### config.mk
export PLATFORM = sky130hd
export DESIGN_NAME = bomb_control_unit_flat
export DESIGN_NICKNAME = d
export VERILOG_FILES = /design/src/rtl/bomb_control_unit_pkg.sv /design/src/rtl/bomb_control_unit_if.sv /design/src/rtl/bomb_control_unit_tick_prescaler.sv /design/src/rtl/bomb_control_unit.sv /design/src/flat_wrapper.sv
export SDC_FILE = /design/constraint.sdc
export NUM_CORES = 1
export LEC_CHECK = 0
export CAP_MARGIN = 20
export CORE_ASPECT_RATIO = 0.75
export CORE_UTILIZATION = 57
export DETAILED_ROUTE_END_ITERATION = 10
export PLACE_DENSITY_LB_ADDON = 0.08
export SKIP_CTS_REPAIR_TIMING = 1
export SLEW_MARGIN = 20
export SYNTH_ARGS = -nofsm -noshare
export SYNTH_HDL_FRONTEND = slang
export SYNTH_SLANG_ARGS = --single-unit
### constraint.sdc
create_clock -name clk -period 3.95 [get_ports clk]
set_input_delay 0.79 -clock clk [delete_from_list [all_inputs] [get_ports clk]]
set_output_delay 0.79 -clock clk [all_outputs]
set_load 0.005 [all_outputs]
### src/rtl/bomb_control_unit_pkg.sv
// Shared definitions for the bomb controller: timer-register control codes,
// FSM state encodings and the state-to-flag decode.
package bomb_control_unit_pkg;

  // Control codes understood by the downstream countdown timer register.
  localparam logic [2:0] CTRL_NONE = 3'd0;
  localparam logic [2:0] CTRL_CLR  = 3'd1;
  localparam logic [2:0] CTRL_LOAD = 3'd2;
  localparam logic [2:0] CTRL_INCR = 3'd3;
  localparam logic [2:0] CTRL_DECR = 3'd4;

  localparam logic [1:0] ST_IDLE     = 2'd0;
  localparam logic [1:0] ST_ARMED    = 2'd1;
  localparam logic [1:0] ST_DISARMED = 2'd2;
  localparam logic [1:0] ST_EXPLODED = 2'd3;

  typedef struct packed {
    logic armed;
    logic disarmed;
    logic exploded;
  } flags_t;

  function automatic flags_t decode_flags(input logic [1:0] st);
    flags_t f;
    f.armed    = (st == ST_ARMED);
    f.disarmed = (st == ST_DISARMED);
    f.exploded = (st == ST_EXPLODED);
    return f;
  endfunction

endpackage

### src/rtl/bomb_control_unit_if.sv
// Bus between the bomb controller, its operator inputs and the timer register.
// master = environment side, slave = bomb_control_unit.
interface bomb_control_unit_if #(
  parameter int TIMER_WIDTH = 8,
  parameter int CTRL_WIDTH  = 3,
  parameter int CODE_WIDTH  = 4
);
  logic                   arm;
  logic [CODE_WIDTH-1:0]  code_in;
  logic                   code_valid;
  logic                   clear;
  logic [TIMER_WIDTH-1:0] timer_value;
  logic [CTRL_WIDTH-1:0]  timer_ctrl;
  logic [TIMER_WIDTH-1:0] timer_load;
  logic                   armed;
  logic                   disarmed;
  logic                   exploded;
  logic [3:0]             tries_left;

  modport master (
    output arm, code_in, code_valid, clear, timer_value,
    input  timer_ctrl, timer_load, armed, disarmed, exploded, tries_left
  );

  modport slave (
    input  arm, code_in, code_valid, clear, timer_value,
    output timer_ctrl, timer_load, armed, disarmed, exploded, tries_left
  );
endinterface

### src/rtl/bomb_control_unit_tick_prescaler.sv
// Free-running divider that emits a one-cycle tick every TICK_DIV cycles
// while enabled; held at zero whenever disabled.
module tick_prescaler #(
  parameter int TICK_DIV = 50000000
) (
  input  logic clk,
  input  logic rst,
  input  logic enable,
  output logic tick
);

  localparam int              CW   = (TICK_DIV > 2) ? $clog2(TICK_DIV) : 1;
  localparam logic [CW-1:0]   LAST = CW'(TICK_DIV - 1);

  logic [CW-1:0] count;
  logic [CW-1:0] count_next;

  always_comb begin
    count_next = (count == LAST) ? '0 : count + 1'b1;
  end

  // Tick is registered from the next count so it is high exactly while the
  // count sits at LAST, putting the first tick TICK_DIV cycles after enable.
  always_ff @(posedge clk or negedge rst) begin
    // NOTE: sequential state uses non-blocking assignments so every register
    // samples pre-edge values, independent of statement order.
    if (!rst) begin
      count <= '0;
      tick  <= 1'b0;
    end else if (!enable) begin
      count <= '0;
      tick  <= 1'b0;
    end else begin
      count <= count_next;
      tick  <= (count_next == LAST);
    end
  end

endmodule

### src/rtl/bomb_control_unit.sv
// Bomb controller FSM: arms and decrements the external countdown register,
// checks entered codes, counts wrong attempts and resolves the game.
module bomb_control_unit
  import bomb_control_unit_pkg::*;
#(
  parameter int                    TIMER_WIDTH = 8,
  parameter int                    CTRL_WIDTH  = 3,
  parameter int                    TICK_DIV    = 50000000,
  parameter int                    INIT_TIME   = 30,
  parameter int                    CODE_WIDTH  = 4,
  parameter logic [CODE_WIDTH-1:0] SECRET      = 4'h5,
  parameter int                    MAX_TRIES   = 3
) (
  input logic               clk,
  input logic               rst,
  bomb_control_unit_if.slave bus
);

  localparam logic [3:0] TRIES_INIT = 4'(MAX_TRIES);

  logic [1:0] state;
  logic [1:0] state_next;
  logic [3:0] tries;
  logic [3:0] tries_next;
  logic [2:0] ctrl_code;
  logic       tick;
  logic       code_hit;
  logic       code_miss;
  flags_t     flags;

  tick_prescaler #(
    .TICK_DIV (TICK_DIV)
  ) u_prescaler (
    .clk    (clk),
    .rst    (rst),
    .enable (state == ST_ARMED),
    .tick   (tick)
  );

  assign code_hit  = bus.code_valid && (bus.code_in == SECRET);
  assign code_miss = bus.code_valid && (bus.code_in != SECRET);

  always_comb begin
    // NOTE: every output of this block gets a default first, so no path can
    // leave a value unassigned and infer a latch.
    state_next = state;
    tries_next = tries;
    ctrl_code  = CTRL_NONE;

    case (state)
      ST_IDLE: begin
        if (bus.arm) begin
          ctrl_code  = CTRL_LOAD;
          state_next = ST_ARMED;
          tries_next = TRIES_INIT;
        end
      end

      ST_ARMED: begin
        // A correct code wins outright; any tick in the same cycle is dropped.
        if (code_hit) begin
          state_next = ST_DISARMED;
        end else begin
          if (code_miss && (tries != 4'd0)) begin
            tries_next = tries - 4'd1;
          end
          if (code_miss && (tries <= 4'd1)) begin
            state_next = ST_EXPLODED;
          end else if (tick) begin
            if (bus.timer_value == '0) begin
              state_next = ST_EXPLODED;
            end else begin
              ctrl_code = CTRL_DECR;
            end
          end
        end
      end

      ST_DISARMED, ST_EXPLODED: begin
        if (bus.clear) begin
          ctrl_code  = CTRL_CLR;
          state_next = ST_IDLE;
          tries_next = TRIES_INIT;
        end
      end

      default: state_next = ST_IDLE;
    endcase
  end

  always_ff @(posedge clk or negedge rst) begin
    if (!rst) begin
      state <= ST_IDLE;
      tries <= TRIES_INIT;
    end else begin
      state <= state_next;
      tries <= tries_next;
    end
  end

  assign flags          = decode_flags(state);
  assign bus.armed      = flags.armed;
  assign bus.disarmed   = flags.disarmed;
  assign bus.exploded   = flags.exploded;
  assign bus.tries_left = tries;
  assign bus.timer_ctrl = CTRL_WIDTH'(ctrl_code);
  assign bus.timer_load = TIMER_WIDTH'(INIT_TIME);

endmodule
### src/flat_wrapper.sv
// flat-port wrapper written by rule: the top's interface ports become plain ports
module bomb_control_unit_flat import bomb_control_unit_pkg::*;
#(
  parameter int                    TIMER_WIDTH = 8,
  parameter int                    CTRL_WIDTH  = 3,
  parameter int                    TICK_DIV    = 50000000,
  parameter int                    INIT_TIME   = 30,
  parameter int                    CODE_WIDTH  = 4,
  parameter logic [CODE_WIDTH-1:0] SECRET      = 4'h5,
  parameter int                    MAX_TRIES   = 3
)
  (clk, rst, bus_arm, bus_code_in, bus_code_valid, bus_clear, bus_timer_value, bus_timer_ctrl, bus_timer_load, bus_armed, bus_disarmed, bus_exploded, bus_tries_left);
  bomb_control_unit_if #(.TIMER_WIDTH(TIMER_WIDTH), .CTRL_WIDTH(CTRL_WIDTH), .CODE_WIDTH(CODE_WIDTH)) bus_i ();
  input logic clk;
  input logic rst;
  input wire logic [$bits(bus_i.arm)-1:0] bus_arm;
  input wire logic [$bits(bus_i.code_in)-1:0] bus_code_in;
  input wire logic [$bits(bus_i.code_valid)-1:0] bus_code_valid;
  input wire logic [$bits(bus_i.clear)-1:0] bus_clear;
  input wire logic [$bits(bus_i.timer_value)-1:0] bus_timer_value;
  output wire logic [$bits(bus_i.timer_ctrl)-1:0] bus_timer_ctrl;
  output wire logic [$bits(bus_i.timer_load)-1:0] bus_timer_load;
  output wire logic [$bits(bus_i.armed)-1:0] bus_armed;
  output wire logic [$bits(bus_i.disarmed)-1:0] bus_disarmed;
  output wire logic [$bits(bus_i.exploded)-1:0] bus_exploded;
  output wire logic [$bits(bus_i.tries_left)-1:0] bus_tries_left;
  assign bus_i.arm = bus_arm;
  assign bus_i.code_in = bus_code_in;
  assign bus_i.code_valid = bus_code_valid;
  assign bus_i.clear = bus_clear;
  assign bus_i.timer_value = bus_timer_value;
  assign bus_timer_ctrl = bus_i.timer_ctrl;
  assign bus_timer_load = bus_i.timer_load;
  assign bus_armed = bus_i.armed;
  assign bus_disarmed = bus_i.disarmed;
  assign bus_exploded = bus_i.exploded;
  assign bus_tries_left = bus_i.tries_left;
  bomb_control_unit #(.TIMER_WIDTH(TIMER_WIDTH), .CTRL_WIDTH(CTRL_WIDTH), .TICK_DIV(TICK_DIV), .INIT_TIME(INIT_TIME), .CODE_WIDTH(CODE_WIDTH), .SECRET(SECRET), .MAX_TRIES(MAX_TRIES)) u_core (.clk(clk), .rst(rst), .bus(bus_i));
endmodule
Word-level counts from Yosys, hierarchy flattened

Cells that the tools add are included.

Logic and storage cells: 52
Bits in latches: 0
ROM bits: 0
Output and inout bits: 18
Flip-flop bits (word level): 33
Memories: 0
RAM bits: 0

Div/mod/pow operators: 0
$lt $le $gt $ge: 1
Shifts and indexed selects: 0
Multipliers: 0
Equality and inequality tests: 13
Bitwise operators: 0
$add $sub $neg: 2
Muxes and demuxes: 22
Reductions and logical operators: 10

Operators with widths:

| operator                                                                         | number |
|---|---|
| 26-bit == test, second input constant                                            | 2 |
| 26-bit two-way mux                                                               | 2 |
| 26-bit by 1-bit adder with 26-bit output, second input constant                  | 1 |
| 4-bit two-way mux                                                                | 4 |
| 2-bit two-way mux                                                                | 7 |
| 3-bit two-way mux                                                                | 4 |
| 4-bit one-hot mux with 3 select lines                                            | 1 |
| 3-bit one-hot mux with 3 select lines                                            | 1 |
| 8-bit zero test                                                                  | 1 |
| 4-bit by 1-bit != test with 1-bit output, second input constant                  | 2 |
| 4-bit AND reduction                                                              | 2 |
| 2-bit != test, second input constant                                             | 3 |
| 2-bit one-hot mux with 3 select lines                                            | 1 |
| 2-bit == test, second input constant                                             | 2 |
| 4-bit by 3-bit == test with 1-bit output, second input constant                  | 1 |
| 4-bit by 1-bit less-or-equal comparator with 1-bit output, second input constant | 1 |
| 1-bit logical AND                                                                | 4 |
| 4-bit by 3-bit != test with 1-bit output, second input constant                  | 1 |
| 4-bit nonzero test                                                               | 1 |
| 4-bit by 1-bit subtractor with 4-bit output, second input constant               | 1 |
| 2-bit by 1-bit == test with 1-bit output, second input constant                  | 1 |
| 2-bit zero test                                                                  | 1 |
| 1-bit two-way mux                                                                | 2 |
| 2-bit by 1-bit != test with 1-bit output, second input constant                  | 1 |
| 2-bit OR reduction                                                               | 1 |

Logic depth before layout (Yosys ltp)

Gate-level depths: netlist of the first run.

Word-level depth: 6
Depth in mapped cells: 8

By module

A second synthesis of the first run with hierarchy kept.

Cell total of the unflattened synthesis: 236
Area total of the unflattened synthesis: 2129.5 um^2

Modules (own cells, without submodules):

| module            | cells an instance | instances | area each (um^2) |
|---|---|---|---|
| tick_prescaler    | 178               | 1         | 1619.1 |
| bomb_control_unit | 58                | 1         | 510.5 |

Worst setup path before layout of the first run

Ideal clock, no wire load.

Path kind: input to output
Start: input bus_timer_value[1]
End: output bus_timer_ctrl[2]
Buffers on the path: 0
Arrival time: 1.363 ns
Stages: 3
Data required time: 3.160 ns
Slack: 1.797 ns
Path through: nor4_1 nand2_1 and3_1

Cells in the longest elaborated chain, start to end: 6

Ends and longest elaborated chain:

| element                               | RTL line                | text |
|---|---|---|
| from (decl)                           | flat_wrapper.sv:20      | `input wire logic [$bits(bus_i.timer_value)-1:0] bus_timer_value;` |
| 8-bit zero test                       | bomb_control_unit.sv:70 | `if (bus.timer_value == '0) begin` |
| 3-bit two-way mux                     | bomb_control_unit.sv:70 |  |
| 3-bit two-way mux                     | bomb_control_unit.sv:69 | `end else if (tick) begin` |
| 3-bit two-way mux                     | bomb_control_unit.sv:67 | `if (code_miss && (tries <= 4'd1)) begin` |
| 3-bit two-way mux                     | bomb_control_unit.sv:61 | `if (code_hit) begin` |
| 3-bit one-hot mux with 3 select lines | bomb_control_unit.sv:50 | `case (state)` |
| to (decl)                             | flat_wrapper.sv:21      | `output wire logic [$bits(bus_i.timer_ctrl)-1:0] bus_timer_ctrl;` |

Every way passes these cells.

Worst setup path after layout of the first run

Start: input bus_code_in[3]
End: output bus_timer_ctrl[2]

Cells in the longest elaborated chain, start to end: 6

Ends and longest elaborated chain:

| element                                  | RTL line                | text |
|---|---|---|
| from (decl)                              | flat_wrapper.sv:17      | `input wire logic [$bits(bus_i.code_in)-1:0] bus_code_in;` |
| 4-bit by 3-bit != test with 1-bit output | bomb_control_unit.sv:41 | `assign code_miss = bus.code_valid && (bus.code_in != SECRET);` |
| 1-bit logical AND                        | bomb_control_unit.sv:41 |  |
| 1-bit logical AND                        | bomb_control_unit.sv:67 |  |
| 3-bit two-way mux                        | bomb_control_unit.sv:67 |  |
| 3-bit two-way mux *                      | bomb_control_unit.sv:61 |  |
| 3-bit one-hot mux with 3 select lines *  | bomb_control_unit.sv:50 |  |

Mark *: on every way between the ends. The rest lies on a longest branch, timed or not.

==> results of run 1 <==
==> cell usage in the layout (no fill, tap or decap), drive strengths merged, types with 2 or more instances in the layout <==
| cell type | netlist | routed |
|---|---|---|
| a22oi | 2 | 2 |
| mux2 | 2 | 2 |
| and4 | 5 | 5 |
| and3 | 4 | 4 |
| ha | 4 | 4 |
| dfstp | 2 | 2 |
| nand2 | 21 | 21 |
| nand3b | 2 | 2 |
| and2 | 6 | 6 |
| nand3 | 11 | 11 |
| nor3 | 8 | 8 |
| a21oi | 13 | 13 |
| inv | 9 | 9 |
| nor3b | 3 | 3 |
| or2 | 2 | 2 |
| clkdlybuf4s50 | 0 | 26 |
| buf | 9 | 2 |
| xnor2 | 12 | 12 |
| or4 | 4 | 4 |
| o31ai | 5 | 5 |
| nand4 | 8 | 8 |
| nor4 | 7 | 7 |
| conb | 2 | 8 |
| clkbuf | 4 | 5 |
| a31oi | 2 | 2 |
| xor2 | 10 | 10 |
| nor2 | 34 | 34 |
| dfrtp | 31 | 31 |
| o21ai | 3 | 3 |
| clkinv | 0 | 2 |
==> metal layers <==
metal	share of wire	wire, um	vias up	global-route usage
li1	-	-	883	-
met1	0.50	2390	854	0.402
met2	0.41	1940	69	0.394
met3	0.070	329	8	0.0543
met4	0.015	69	0	0.100
met5	0	0	-	0
==> per-stage QoR <==
step,cells,total power [mW],hold slack (ps),cell area (sq um),utilization
global placement,298,0.697,518,2330,0.690
finish,306,0.949,539,2420,0.716
global route,306,1.01,572,2420,0.716
CTS,306,0.952,537,2420,0.716
floorplan,243,0.570,488,2080,-
detailed placement,298,0.702,527,2330,0.690
==> registers in the layout, summed over array words and instances, names as in the netlist <==
name and cells:
u_core.u_prescaler.tick 1, u_core.bus.tries_left 4, u_core.state 2, u_core.u_prescaler.count 26
==> final cells by class <==
class	count	area [sq um]
multi-input combinational	188	1140
fill	282	961
sequential	33	828
timing repair buffer	28	275
clock buffer	5	68.8
tap	40	50.0
inverter	9	33.8
clock inverter	3	17.5
==> cells by family (layout without fill, tap and decap cells) <==
family	Yosys count	count (layout)	synth area share
other	2	8	0.00365
AO/OA/AOI/OAI	30	30	0.0918
buffers and inverters	22	45	0.0553
multiplexers	3	3	0.0158
flip-flops	33	33	0.402
adder cells (fa/ha/maj)	4	4	0.0243
AND/OR/NAND/NOR	121	121	0.313
XOR/XNOR	22	22	0.0936
==> how the worst max path moves through the flow <==
stage	start	to	slack, ps	cells past startpoint
after global placement	bus_code_in[3]	bus_timer_ctrl[2]	800	6
after floorplan	bus_timer_value[1]	bus_timer_ctrl[2]	1800	3
final	bus_code_in[3]	bus_timer_ctrl[2]	710	6
after detailed placement	bus_code_in[3]	bus_timer_ctrl[2]	730	6
after global routing	bus_code_in[3]	bus_timer_ctrl[2]	640	6
after CTS	bus_code_in[3]	bus_timer_ctrl[2]	730	6
==> critical path: cells and delay by family <==
kind | cells | cell delay (ps)
AO/OA/AOI/OAI | 2 | 340
buffers and inverters | 2 | 950
AND/OR/NAND/NOR | 2 | 360
==> power by group through the flow <==
| stage | Combinational [mW] | Clock [mW] | Sequential (mW) |
|---|---|---|---|
| 2_1_floorplan | 0.162 | 0 | 0.408 |
| 3_3_place_gp | 0.281 | 0 | 0.417 |
| 3_5_place_dp | 0.285 | 0 | 0.417 |
| 4_1_cts | 0.287 | 0.254 | 0.411 |
| 5_1_grt | 0.327 | 0.268 | 0.418 |
| 6_report | 0.286 | 0.251 | 0.411 |
==> Flow_metrics.wiki, run 1 <==
{| class="wikitable"
! Metric !! Value
|-
| Sum of negative setup slack || 0 ps
|-
| Part of the total power dissipated in the clock network || 0.265
|-
| Slowest stage cell, crit path || clkdlybuf4s50_1
|-
| Placer Congestion || 0.954
|-
| RSZ-0062 raised after global routing || false
|-
| Via count || ~1800
|-
| Total power per unit cell area || 392 nW/um^2
|-
| Top FF cell, synth || dfrtp_1
|-
| R2R setup slack || around 1300 ps
|-
| Share of post-route cells with drive strength above 1 || 0.0827
|-
| Number of enable flip-flop cells after synthesis || 0
|-
| Area Growth Syn to Fin || 17.4%
|-
| Die extent in y || 54.0 um
|-
| First-iteration detailed-routing DRC count || ~160
|-
| Comb pwr share || 0.302
|-
| Wire length reported by the detailed router || about 4.7 mm
|-
| Worst hold-check path type || reg -> reg
|-
| Most used cell along the critical path || clkdlybuf4s50_1
|-
| Die area || roughly 3900 sq um
|-
| Clk sink count || 33
|-
| Crit path setup slack, layout || 713 ps
|-
| Worst Setup End Kind || primary output
|-
| Setup WS pre-CTS || 735 ps
|-
| Worst endpoint required time || 3160 ps
|-
| Async set-or-reset flop fraction in the synthesized netlist || 1.00
|-
| Synth top area share || 0.377
|-
| Final Setup Violations || 0
|-
| Final Slew Violations || 0
|-
| Result of the run || complete, but fails checks
|-
| Max-cap violations || 0
|-
| Maximum fanout encountered on the critical timing path || 3
|-
| Violated checks || design-rule violations
|-
| Reg2Reg Capture Point || u_core.u_prescaler.tick$_DFF_PN0_
|-
| HP Start || u_core.bus.tries_left[1]$_DFFE_PN1P_
|-
| Final worst path period share || 0.819
|-
| Internal power || roughly 0.63 mW
|-
| Via count of the first global-routing pass || 1612
|-
| H-Tree Level Count || 2
|-
| Width of the die || 71.4 um
|-
| Library cell with the highest instance count after synthesis || nor2_1
|-
| Final Skew || between 5 and 6 ps
|-
| Clock transition at the registers of the reported paths || approximately 70 ps
|-
| Net switching fraction of the power || 0.340
|-
| Global-route wire length before repair || 7.66 mm
|-
| Overflow left after global routing || 0
|-
| Worst setup SP type || input port
|-
| Residual antenna-violating net count after detailed routing || 0
|-
| Initial Util || 0.609
|-
| CP Data Arrival Time || 2450 ps
|-
| Flop pwr share || 0.434
|-
| Period minus WS final || 3240 ps
|-
| Synth Cell Area || roughly 2000 sq um
|-
| Slew at the pin closest to its max-slew limit || 911 ps
|-
| Peak per-stage delay on the critical path || 490 ps
|-
| Number of core rows || 18
|-
| Overall global routing resource usage || 0.272
|-
| Commonest cells post-synth || 34 x nor2_1, 31 x dfrtp_1, 21 x nand2_1
|-
| Mean instance size in the synthesized netlist || 8.68 sq um
|-
| Diodes inserted || 0
|-
| Number of buffers created by CTS || 5
|-
| HPWL after DPL || 3.54 mm
|-
| Count of input and output buffers || 26
|-
| Leak Pwr || 0.955 nW
|-
| Cell count of the worst hold path || 2
|-
| Number of warning messages in the yosys log || 0
|-
| Mean number of vias per cell || 5.93
|-
| Clock latency on the worst-skew pair || 290 ps
|-
| Initial antenna violation count || 0
|-
| Iteration count of the initial detailed-routing pass || 7
|-
| Reg2Reg Depth || 7
|-
| Largest net degree at the start of global routing || 34
|-
| Cell type with the largest total area after synthesis || dfrtp_1
|-
| Cell count after synthesis || roughly 240
|-
| Std-Cell Core Area || between 3000 and 4000 sq um
|-
| I/O Pins || 35
|-
| Switching power || roughly 0.32 mW
|-
| Final Hold Fails || 0
|-
| Origin of the critical flop-to-flop path || u_core.u_prescaler.count[0]$_DFF_PN0_
|-
| Top area cells in the synthesized netlist || dfrtp_1 38%, nor2_1 6.2%, xnor2_1 5.1%
|-
| Fin nets || between 200 and 300
|-
| Distinct cells, synth || 45
|-
| Number of remaining DRC errors || 4
|-
| Fraction of the yosys area taken by sequential cells || 0.402
|-
| Peak clock frequency supported by timing || 309 MHz
|-
| Clock Root Buffer || clkbuf_8
|-
| Remaining max-slew budget at the tightest pin || 0.387
|-
| Cell chain of the critical path || clkdlybuf4s50_1, nand4bb_1, o31ai_1, a21oi_1, and3_1, clkdlybuf4s50_1
|-
| Max rail drop VDD || 0.384 mV
|-
| Maximum buffer depth of the clock tree || 2
|-
| Post-detailed-route wirelength per cell || 15.5 um
|-
| Critical path start-end classification || in -> out
|-
| Post-synthesis sequential element count || 33
|-
| End of the worst hold path || u_core.bus.tries_left[1]$_DFFE_PN1P_
|-
| TritonCTS clock tree || done
|}
Note: power is estimated with default switching activity, not from simulation.
==> run 2: changes to the inputs <==
--- a/config.mk
+++ b/config.mk
@@ -7,7 +7,7 @@
 export LEC_CHECK = 0
 export CAP_MARGIN = 20
 export CORE_ASPECT_RATIO = 0.75
-export CORE_UTILIZATION = 57
+export CORE_UTILIZATION = 53
 export DETAILED_ROUTE_END_ITERATION = 10
 export PLACE_DENSITY_LB_ADDON = 0.08
 export SKIP_CTS_REPAIR_TIMING = 1
==> constraint.sdc (replaced) <==
create_clock -name clk -period 3.1 [get_ports clk]
set_input_delay 0.62 -clock clk [delete_from_list [all_inputs] [get_ports clk]]
set_output_delay 0.62 -clock clk [all_outputs]
set_load 0.005 [all_outputs]
==> run 2 against run 1 <==
Effect of this change:
- the run now ends clean
- setup slack worse by 470 ps
- via count shrank 0.33%
- sequential power is 27% higher
- global-route usage decreased by 2.8 points
- total power grew 32%
- register-to-register slack got worse by 760 ps
- critical endpoint unchanged
- largest power group unchanged
==> Flow_metrics.wiki, run 2 (synthesized netlist as in run 1, its figures left out) <==
{| class="wikitable"
! Metric !! Value
|-
| Result of the run || complete, no violations
|-
| Via count || 1808
|-
| Launching instance or port of the critical path || u_core.bus.tries_left[0]$_DFFE_PN1P_
|-
| Wire length reported by the detailed router || roughly 4.6 mm
|-
| Clock latency on the worst-skew pair || 290 ps
|-
| Most common library cell in the layout ignoring fill and taps || nor2_1
|-
| Overall global routing resource usage || 0.244
|-
| Number of remaining DRC errors || 0
|-
| Worst setup SP type || flip-flop
|-
| Overflow left after global routing || 0
|-
| Slew at the pin closest to its max-slew limit || 766 ps
|-
| Critical path start-end classification || reg -> out
|-
| Worst hold-check path type || reg -> reg
|-
| Crit path setup slack, layout || 246 ps
|-
| Routing usage on met1 || 0.384
|-
| Cell chain of the critical path || inv_1, ha_1, nor2_1, o31ai_1, a21oi_1, and3_1, clkdlybuf4s50_1
|-
| Global-route wire length before repair || 7.43 mm
|-
| TritonCTS clock tree || done
|-
| Die extent in y || 56.0 um
|-
| Clock Root Buffer || clkbuf_8
|-
| I/O Pins || 35
|-
| Clk sink count || 33
|-
| Max rail drop VDD || 0.417 mV
|-
| M3 GR Usage || 0.0670
|-
| H-Tree Level Count || 2
|-
| Reg2Reg Depth || 7
|-
| Final Hold Fails || 0
|-
| Post-layout util || 0.666
|-
| Initial Util || 0.559
|-
| Maximum buffer depth of the clock tree || 2
|-
| First-iteration detailed-routing DRC count || about 130
|-
| Slowest stage cell, crit path || dfstp_2
|-
| Highest-count cells in the layout ignoring fill and taps || 34 x nor2_1, 31 x dfrtp_1, 26 x clkdlybuf4s50_1, 21 x nand2_1, 13 x a21oi_1
|-
| Minimum hold slack || 528 ps
|-
| Area Growth Syn to Fin || 19.3%
|-
| Top reg by flops || u_core.u_prescaler.count
|-
| Number of buffers created by CTS || 5
|-
| Initial antenna violation count || 0
|-
| Final Slew Violations || 0
|-
| Cell count of the worst hold path || 2
|-
| Reg2Reg Capture Point || u_core.u_prescaler.tick$_DFF_PN0_
|-
| Max-cap violations || 0
|-
| Width of the die || 74.0 um
|-
| RSZ-0062 raised after global routing || false
|-
| Design Area, Final || 2450 sq um
|-
| Largest register FFs || 26
|-
| Residual antenna-violating net count after detailed routing || 0
|-
| Mean number of vias per cell || about 5.7
|-
| Std-Cell Core Area || 3680 sq um
|-
| Die area || 4140 sq um
|-
| Leak Pwr || 0.970 nW
|-
| Power Total || 1.26 mW
|-
| Largest net degree at the start of global routing || 34
|-
| Peak per-stage delay on the critical path || 580 ps
|-
| Placer Congestion || roughly 0.9
|-
| GR peak layer || met1
|-
| HP Start || u_core.bus.tries_left[1]$_DFFE_PN1P_
|-
| Count of input and output buffers || 26
|-
| Iteration count of the initial detailed-routing pass || 4
|-
| End of the worst hold path || u_core.bus.tries_left[1]$_DFFE_PN1P_
|-
| DP Area || ~2400 sq um
|-
| Setup WS pre-CTS || 248 ps
|-
| R2R setup slack || approximately 560 ps
|-
| Remaining max-slew budget at the tightest pin || 0.484
|-
| Final Skew || around 5.8 ps
|-
| Final Setup Violations || 0
|-
| Worst endpoint required time || 2480 ps
|-
| Period minus WS final || 2850 ps
|-
| Post-detailed-route wirelength per cell || 14.4 um
|-
| HPWL after DPL || 3.45 mm
|-
| Share of post-route cells with drive strength above 1 || 0.0861
|-
| Peak clock frequency supported by timing || 350 MHz
|-
| GR Layer Usage met2 || 0.312
|-
| CP Data Arrival Time || 2230 ps
|-
| Number of core rows || 19
|-
| Maximum fanout encountered on the critical timing path || 6
|-
| Diodes inserted || 0
|-
| Total power per unit cell area || 512 nW/um^2
|-
| Worst Setup End Kind || primary output
|-
| Sum of negative setup slack || 0 ps
|-
| Origin of the critical flop-to-flop path || u_core.u_prescaler.count[0]$_DFF_PN0_
|-
| Fin nets || 287
|-
| Number of placed cells counting well taps || about 310
|-
| Clock transition at the registers of the reported paths || 70 ps
|-
| Via count of the first global-routing pass || about 1600
|-
| Number of fill cells in the layout || 302
|-
| Final worst path period share || 0.921
|-
| Final std cells w/o fill || roughly 320
|}
run 2: area by class of cell:
class                           count  area [sq um]  share of cell area
Multi-Input combinational cell    188          1140               0.466
Sequential cell                    33           828               0.337
Timing Repair Buffer               29           283               0.115
Clock buffer                        7          96.3              0.0392
Tap cell                           52          65.1              0.0265
Inverter                            9          33.8              0.0138
Clock inverter                      1          5.00             0.00204
run 2: metal layers:
metal	vias to the layer above	routed length [um]
li1	878	-
met1	859	2360
met2	61	1850
met3	10	295
met4	0	80
met5	-	0
run 2: worst max-delay path by stage:
stage,endpoint,slack [ps],cells after the start
finish,bus_timer_ctrl[2],250,7
floorplan,u_core.u_prescaler.tick$_DFF_PN0_,1010,8
detailed placement,bus_timer_ctrl[2],250,6
CTS,bus_timer_ctrl[2],220,7
global route,bus_timer_ctrl[2],50,7
global placement,bus_timer_ctrl[2],290,6
run 2: report_power, final:
part	internal, mW	switching (mW)	total [mW]
registers	0.473	0.0513	0.524
logic	0.180	0.192	0.372
clock network	0.201	0.160	0.360
total	0.854	0.403	1.26
run 2: worst max-delay path: cells and delay by family, from the launching register on:
kind	cells	cell delay, ps
compound gates	2	310
fa+ha+maj	1	210
buf+inv	2	560
flops	1	580
simple gates	2	280
